[src/rtl/cmd_uart_responder_if.sv]
// Command-side handshake between the UART responder and the command processor.
interface cmd_uart_responder_if;
  logic [15:0] cmd;
  logic        cmd_rdy;
  logic        clr_cmd_rdy;
  logic        trmt;
  logic [7:0]  resp;
  logic        tx_done;

  modport slave (
    input  clr_cmd_rdy, trmt, resp,
    output cmd, cmd_rdy, tx_done
  );

  modport master (
    output clr_cmd_rdy, trmt, resp,
    input  cmd, cmd_rdy, tx_done
  );
endinterface

[src/rtl/cmd_uart_responder.sv]
// Knight-side UART endpoint: receives byte pairs into a 16-bit command and
// transmits single response bytes. RX and TX paths are fully independent.
module cmd_uart_responder #(
  parameter int BAUD_CNT = 2604
) (
  input  logic clk,
  input  logic rst,
  input  logic RX,
  output logic TX,
  cmd_uart_responder_if.slave bus
);
  localparam int BW = $clog2(BAUD_CNT) + 1;
  localparam logic [BW-1:0] FULL = BW'(BAUD_CNT - 1);
  localparam logic [BW-1:0] HALF = BW'(BAUD_CNT / 2 - 1);
  localparam logic [BW-1:0] ONE  = BW'(1);

  typedef enum logic {RX_IDLE, RX_RECV} rx_state_t;
  typedef enum logic {WAIT_HI, WAIT_LO} asm_state_t;
  typedef enum logic {TX_IDLE, TX_SEND} tx_state_t;

  // ---------------- receiver ----------------
  rx_state_t       rx_state, rx_next;
  logic            rx_s1, rx_s2, rx_s3;
  logic [BW-1:0]   rx_baud;
  logic [3:0]      rx_bit;
  logic [7:0]      rx_shift;
  logic            rx_rdy, rx_fall, rx_sample;

  assign rx_fall   = rx_s3 & ~rx_s2;
  assign rx_sample = (rx_state == RX_RECV) && (rx_baud == '0);

  always_ff @(posedge clk or posedge rst) begin
    if (rst) begin
      rx_s1 <= 1'b1;
      rx_s2 <= 1'b1;
      rx_s3 <= 1'b1;
    end else begin
      rx_s1 <= RX;
      rx_s2 <= rx_s1;
      rx_s3 <= rx_s2;
    end
  end

  always_ff @(posedge clk or posedge rst) begin
    if (rst) rx_state <= RX_IDLE;
    else     rx_state <= rx_next;
  end

  always_comb begin
    rx_next = rx_state;
    case (rx_state)
      RX_IDLE: if (rx_fall) rx_next = RX_RECV;
      RX_RECV: if (rx_sample && ((rx_bit == 4'd0 && rx_s2) || rx_bit == 4'd9))
                 rx_next = RX_IDLE;
      default: rx_next = RX_IDLE;
    endcase
  end

  // Idle preloads the half-bit count so the first sample lands mid start bit.
  always_ff @(posedge clk or posedge rst) begin
    if (rst) begin
      rx_baud  <= '0;
      rx_bit   <= '0;
      rx_shift <= '0;
      rx_rdy   <= 1'b0;
    end else begin
      rx_rdy <= 1'b0;
      if (rx_state == RX_IDLE) begin
        rx_baud <= HALF;
        rx_bit  <= '0;
      end else if (rx_sample) begin
        rx_baud <= FULL;
        rx_bit  <= rx_bit + 4'd1;
        if (rx_bit >= 4'd1 && rx_bit <= 4'd8) rx_shift <= {rx_s2, rx_shift[7:1]};
        if (rx_bit == 4'd9 && rx_s2) rx_rdy <= 1'b1;
      end else begin
        rx_baud <= rx_baud - ONE;
      end
    end
  end

  // ---------------- byte-pair assembler ----------------
  asm_state_t asm_state, asm_next;
  logic       store_hi, store_lo, rdy_pend, cmd_rdy;
  logic [15:0] cmd;

  always_ff @(posedge clk or posedge rst) begin
    if (rst) asm_state <= WAIT_HI;
    else     asm_state <= asm_next;
  end

  always_comb begin
    asm_next = asm_state;
    store_hi = 1'b0;
    store_lo = 1'b0;
    if (rx_rdy) begin
      case (asm_state)
        WAIT_HI: begin store_hi = 1'b1; asm_next = WAIT_LO; end
        WAIT_LO: begin store_lo = 1'b1; asm_next = WAIT_HI; end
        default: asm_next = WAIT_HI;
      endcase
    end
  end

  // A pending set outranks both a clear request and a fresh high byte.
  always_ff @(posedge clk or posedge rst) begin
    if (rst) begin
      cmd      <= '0;
      cmd_rdy  <= 1'b0;
      rdy_pend <= 1'b0;
    end else begin
      rdy_pend <= store_lo;
      if (store_hi) cmd[15:8] <= rx_shift;
      if (store_lo) cmd[7:0]  <= rx_shift;
      if (rdy_pend)                          cmd_rdy <= 1'b1;
      else if (store_hi || bus.clr_cmd_rdy)  cmd_rdy <= 1'b0;
    end
  end

  assign bus.cmd     = cmd;
  assign bus.cmd_rdy = cmd_rdy;

  // ---------------- transmitter ----------------
  tx_state_t     tx_state, tx_next;
  logic [BW-1:0] tx_baud;
  logic [3:0]    tx_bit;
  logic [9:0]    tx_shift;
  logic          tx_q, tx_done, tx_last;

  assign tx_last = (tx_state == TX_SEND) && (tx_baud == '0) && (tx_bit == 4'd9);

  always_ff @(posedge clk or posedge rst) begin
    if (rst) tx_state <= TX_IDLE;
    else     tx_state <= tx_next;
  end

  always_comb begin
    tx_next = tx_state;
    case (tx_state)
      TX_IDLE: if (bus.trmt) tx_next = TX_SEND;
      TX_SEND: if (tx_last)  tx_next = TX_IDLE;
      default: tx_next = TX_IDLE;
    endcase
  end

  always_ff @(posedge clk or posedge rst) begin
    if (rst) begin
      tx_q     <= 1'b1;
      tx_done  <= 1'b0;
      tx_shift <= '1;
      tx_baud  <= '0;
      tx_bit   <= '0;
    end else if (tx_state == TX_IDLE) begin
      if (bus.trmt) begin
        tx_shift <= {1'b1, bus.resp, 1'b0};
        tx_q     <= 1'b0;
        tx_baud  <= FULL;
        tx_bit   <= '0;
        tx_done  <= 1'b0;
      end
    end else if (tx_baud == '0) begin
      tx_baud <= FULL;
      if (tx_last) begin
        tx_q    <= 1'b1;
        tx_done <= 1'b1;
      end else begin
        tx_shift <= {1'b1, tx_shift[9:1]};
        tx_q     <= tx_shift[1];
        tx_bit   <= tx_bit + 4'd1;
      end
    end else begin
      tx_baud <= tx_baud - ONE;
    end
  end

  assign TX          = tx_q;
  assign bus.tx_done = tx_done;
endmodule

[src/flat_wrapper.sv]
// flat-port wrapper written by rule: the top's interface ports become plain ports
module cmd_uart_responder_flat 
#(
  parameter int BAUD_CNT = 2604
)
  (clk, rst, RX, TX, bus_clr_cmd_rdy, bus_trmt, bus_resp, bus_cmd, bus_cmd_rdy, bus_tx_done);
  cmd_uart_responder_if bus_i ();
  input  logic clk;
  input  logic rst;
  input  logic RX;
  output logic TX;
  input wire logic [$bits(bus_i.clr_cmd_rdy)-1:0] bus_clr_cmd_rdy;
  input wire logic [$bits(bus_i.trmt)-1:0] bus_trmt;
  input wire logic [$bits(bus_i.resp)-1:0] bus_resp;
  output wire logic [$bits(bus_i.cmd)-1:0] bus_cmd;
  output wire logic [$bits(bus_i.cmd_rdy)-1:0] bus_cmd_rdy;
  output wire logic [$bits(bus_i.tx_done)-1:0] bus_tx_done;
  assign bus_i.clr_cmd_rdy = bus_clr_cmd_rdy;
  assign bus_i.trmt = bus_trmt;
  assign bus_i.resp = bus_resp;
  assign bus_cmd = bus_i.cmd;
  assign bus_cmd_rdy = bus_i.cmd_rdy;
  assign bus_tx_done = bus_i.tx_done;
  cmd_uart_responder #(.BAUD_CNT(BAUD_CNT)) u_core (.clk(clk), .rst(rst), .RX(RX), .TX(TX), .bus(bus_i));
endmodule
[config.mk]
export PLATFORM = sky130hd
export DESIGN_NAME = cmd_uart_responder_flat
export DESIGN_NICKNAME = d
export VERILOG_FILES = /design/src/rtl/cmd_uart_responder_if.sv /design/src/rtl/cmd_uart_responder.sv /design/src/flat_wrapper.sv
export SDC_FILE = /design/constraint.sdc
export NUM_CORES = 1
export LEC_CHECK = 0
export CAP_MARGIN = 25
export CORE_MARGIN = 5
export CORE_UTILIZATION = 60
export DETAILED_ROUTE_END_ITERATION = 6
export HOLD_SLACK_MARGIN = 0.06
export PLACE_DENSITY = 0.83
export SYNTH_ARGS = -nofsm -noshare
export SYNTH_HDL_FRONTEND = slang
export SYNTH_SLANG_ARGS = --single-unit
[constraint.sdc]
create_clock -name clk -period 6 [get_ports clk]
set_input_delay 1.2 -clock clk [delete_from_list [all_inputs] [get_ports clk]]
set_output_delay 1.2 -clock clk [all_outputs]
set_load 0.1 [all_outputs]
==> metrics.txt <==
# TYPE chip_impl_metric gauge
chip_impl_metric{name="route.detailed.drc",unit=""} 0
chip_impl_metric{name="grt_pass1_vias",unit=""} 2376
chip_impl_info{name="yosysMostFrequentCell",value="dfrtp_1"} 1
chip_impl_metric{name="cts.sinks",unit=""} 77
chip_impl_metric{name="antenna_found_initial",unit=""} 0
chip_impl_metric{name="postSynthCellCount",unit=""} 298
chip_impl_metric{name="dr_total_vias",unit=""} 2349
chip_impl_metric{name="finalPower",unit="µW"} 1305
chip_impl_metric{name="number_of_flops_mapped_to_enable_cells_by_yosys",unit=""} 0
chip_impl_metric{name="postSynthAreaPerCell",unit="µm²"} 11.98
chip_impl_metric{name="synth_top_area_frac",unit=""} 0.4557
chip_impl_metric{name="grt_pass1_wl",unit="µm"} 11320
chip_impl_info{name="cts_tree",value="done"} 1
chip_impl_metric{name="die_w",unit="µm"} 87.13
chip_impl_metric{name="netlist_area",unit="µm²"} 3570
chip_impl_metric{name="drt_iter0_drc",unit=""} 115
chip_impl_info{name="grt_setup_unrepaired",value="false"} 1
chip_impl_metric{name="final_layout_size_suffix_gt1_frac",unit=""} 0.2493
chip_impl_info{name="slowest_stage",value="clkdlybuf4s50_1"} 1
chip_impl_metric{name="clkLatencyLatePin",unit="ns"} 0.36
chip_impl_info{name="leading_post_synthesis_cells_by_cell_area",value="dfrtp_1 46%, mux2_2 9.8%, dfstp_2 8.8%, mux2_4 2.9%, ha_1 2.8%"} 1
chip_impl_metric{name="cts_setup_buffers",unit=""} 0
chip_impl_info{name="hold_path.class",value="flip-flop to flip-flop"} 1
chip_impl_metric{name="finalHoldWorstSlack",unit="ns"} 0.3527
chip_impl_metric{name="core_region_area",unit="µm²"} 5851
chip_impl_metric{name="worst-slew-pin-transition",unit="ns"} 0.9909
chip_impl_metric{name="holdBufCountCts",unit=""} 0
chip_impl_metric{name="slowest_delay",unit="ns"} 1.12
chip_impl_metric{name="power.density_cell_area",unit="nW/µm²"} 316.6
chip_impl_metric{name="timing.clock.skew",unit="ns"} 0.01222
chip_impl_metric{name="track_usage",unit=""} 0.1927
chip_impl_metric{name="path_max_fanout",unit=""} 2
chip_impl_metric{name="timing.max_slew.rel_slack",unit=""} 0.3373
chip_impl_metric{name="half_perimeter_wire_length_after_detailed_placement",unit="µm"} 4562
chip_impl_metric{name="worst-path-buf-inv",unit=""} 1
chip_impl_metric{name="synth_cell_types",unit=""} 53
chip_impl_metric{name="ys_ff_latch",unit=""} 77
chip_impl_metric{name="fill_cells",unit=""} 393
chip_impl_metric{name="power.ir.vdd_worst",unit="mV"} 0.2321
chip_impl_metric{name="final_hold_viol_count",unit=""} 0
chip_impl_metric{name="place_congestion",unit=""} 0.8797
chip_impl_info{name="crit_path_end_kind",value="output port"} 1
chip_impl_info{name="critPathKind",value="flip-flop to output port"} 1
chip_impl_metric{name="clk_transition_reported_paths",unit="ns"} 0.08
chip_impl_metric{name="stdcell_area",unit="µm²"} 4121
chip_impl_metric{name="drt_pre_antenna_iters",unit=""} 4
chip_impl_metric{name="cts_resized",unit=""} 0
chip_impl_metric{name="routed_wirelength",unit="µm"} 6585
chip_impl_metric{name="cts_buffers",unit=""} 9
chip_impl_metric{name="average_vias_per_placed_instance",unit=""} 5.701
chip_impl_metric{name="cp_data_required_time",unit="ns"} 4.80
chip_impl_metric{name="antenna_cells_inserted",unit=""} 0
chip_impl_metric{name="post_synthesis_net_count",unit=""} 319
chip_impl_metric{name="start_util",unit=""} 0.6101
chip_impl_info{name="synth_top_cells_by_count",value="65 x dfrtp_1, 31 x mux2_2, 18 x nor2_1"} 1
chip_impl_metric{name="post_dp_cell_area",unit="µm²"} 3940
chip_impl_metric{name="maxSlewViolCount",unit=""} 0
chip_impl_metric{name="finalSetupViolations",unit=""} 0
chip_impl_info{name="cp_cell_sequence",value="clkdlybuf4s50_1"} 1
chip_impl_metric{name="finalCritPeriodShare",unit=""} 0.5353
chip_impl_metric{name="p_leak",unit="µW"} 0.001808
chip_impl_metric{name="detail-route-antenna-nets",unit=""} 0
chip_impl_metric{name="grt_start_max_net_pins",unit=""} 46
chip_impl_metric{name="routed_wire_length_per_instance",unit="µm"} 15.98
chip_impl_info{name="outcome",value="completed"} 1
chip_impl_info{name="clockRootBuffer",value="clkbuf_8"} 1
chip_impl_info{name="timing.critical_path.max_delay_family",value="buffers and inverters"} 1
chip_impl_metric{name="floorplan.die_area",unit="µm²"} 7592
chip_impl_metric{name="yosys_warnings",unit=""} 0
chip_impl_metric{name="globalRouteOverflowTotal",unit=""} 0
chip_impl_metric{name="cap_viol_max_count",unit=""} 0
chip_impl_metric{name="io_buffers",unit=""} 31
chip_impl_metric{name="synth_sequential_area_ratio",unit=""} 0.5440
chip_impl_info{name="startpoint_type",value="flip-flop"} 1
chip_impl_metric{name="flow.area_growth_from_synthesis",unit="%"} 15.46
chip_impl_metric{name="num_rows",unit=""} 28
chip_impl_metric{name="h-tree-depth",unit=""} 3
chip_impl_metric{name="worst_ep_arrival_time",unit="ns"} 2.01
chip_impl_metric{name="die_height",unit="µm"} 87.13
chip_impl_metric{name="period_minus_slack",unit="ns"} 3.212
chip_impl_metric{name="finish.net_count",unit=""} 353
chip_impl_metric{name="setup-tns-final",unit="ns"} 0
chip_impl_metric{name="max-clock-path-buffers",unit=""} 2
chip_impl_info{name="predominant_post_synthesis_flop_cell",value="dfrtp_1"} 1
chip_impl_info{name="synth_area_leader_cell",value="dfrtp_1"} 1
chip_impl_metric{name="postSynth.asyncResetShare",unit=""} 1.000
chip_impl_metric{name="ioPinCount",unit=""} 32
chip_impl_metric{name="max_freq",unit="MHz"} 311.4
## path summary, 6_finish.rpt
| kind | from | to | slack, ns | cells past startpoint |
|---|---|---|---|---|
| min in group asynchronous | rst | u_core.bus.cmd[11]$_DFFE_PP0P_ | 1.25 | 2 |
| max | u_core.TX$_DFFE_PP1P_ | TX | 2.79 | 1 |
| min reg2reg | u_core.rx_s1$_DFF_PP1_ | u_core.rx_s2$_DFF_PP1_ | 0.35 | 0 |
| max reg2reg | u_core.rx_baud[0]$_DFF_PP0_ | u_core.rx_shift[7]$_DFFE_PP0P_ | 3.33 | 6 |
| min | u_core.rx_s1$_DFF_PP1_ | u_core.rx_s2$_DFF_PP1_ | 0.35 | 0 |
| max in group asynchronous | rst | u_core.rx_s1$_DFF_PP1_ | 3.72 | 3 |
## flip-flops by register name, summed over array words and instances (netlist names), 4 cells and up
register	count
u_core.tx_bit	4
u_core.rx_baud	13
u_core.rx_shift	8
u_core.tx_baud	13
u_core.tx_shift	8
u_core.rx_bit	4
u_core.bus.cmd	16
## routing by layer
layer / up-vias / wire length, µm / track usage / share of wire
li1: 1142 / - / - / -
met1: 1152 / 2867 / 0.2535 / 0.44
met2: 45 / 3321 / 0.3085 / 0.50
met3: 10 / 267 / 0.03879 / 0.041
met4: 0 / 128 / 0.08926 / 0.019
met5: - / 0 / 0 / 0
## cells by family (layout without fill, tap and decap cells)
kind of cell,after synthesis,in the layout,share of synthesized area
AO/OA/AOI/OAI,46,46,0.08974
adder cells (fa/ha/maj),8,8,0.02804
XOR/XNOR,13,13,0.03190
flip-flops,77,77,0.5440
multiplexers,41,41,0.1356
AND/OR/NAND/NOR,90,90,0.1444
buffers and inverters,23,62,0.02629
## per-stage QoR
step                      instances  worst slack [ns]    util
final                           412             2.788  0.7044
after floorplan                 298             2.853       -
after CTS                       412             2.769  0.7044
after global routing            412             2.749  0.7044
after global placement          396             3.171  0.6734
after detailed placement        396             3.168  0.6734
## cell type report
class                   instances  area [µm²]  share of cell area
flip-flops and latches         77        1942              0.4712
multi-input cells             198        1534              0.3722
repair buffers                 32       317.8             0.07711
clock buffers                   9       123.9             0.03005
well taps                      75       93.84             0.02277
clock inverters                 7       57.56             0.01396
inverters                      14       52.55             0.01275
## worst register-to-register path: stages, from the launching register on
cell and delay [ns]:
dfrtp_1 0.42, inv_1 0.09, ha_1 0.21, nor4b_2 0.46, nand4_1 0.30, a2111oi_4 0.68
mux2_2 0.41
## power breakdown
group	leakage, µW	switching (µW)	internal, µW	total [µW]
Sequential	0.000967	94.3	608	702
Combinational	0.000753	118	122	240
Clock	0.0000881	207	156	363
Total	0.00181	420	885	1300
## layout by cell type (no fill, tap or decap), drive strengths merged, types with 2 or more instances in the layout
master and count:
clkinv 2, or2 2, dfstp 12, nor2b 2, nor4b 2, nand2 16
nand4 4, nand3 9, nand3b 2, xor2 9, ha 8, or3 5
inv 17, o31ai 2, nand4b 2, or4 3, mux2 38, nor2 18
nor3 6, a21boi 3, a21oi 12, clkinvlp 2, and2b 2, mux2i 3
nor4 6, nor3b 2, clkbuf 9, xnor2 4, o21ai 14, clkdlybuf4s50 31
and3 3, a31o 2, or4b 3, dfrtp 65
(Power assumes the default switching activity.)
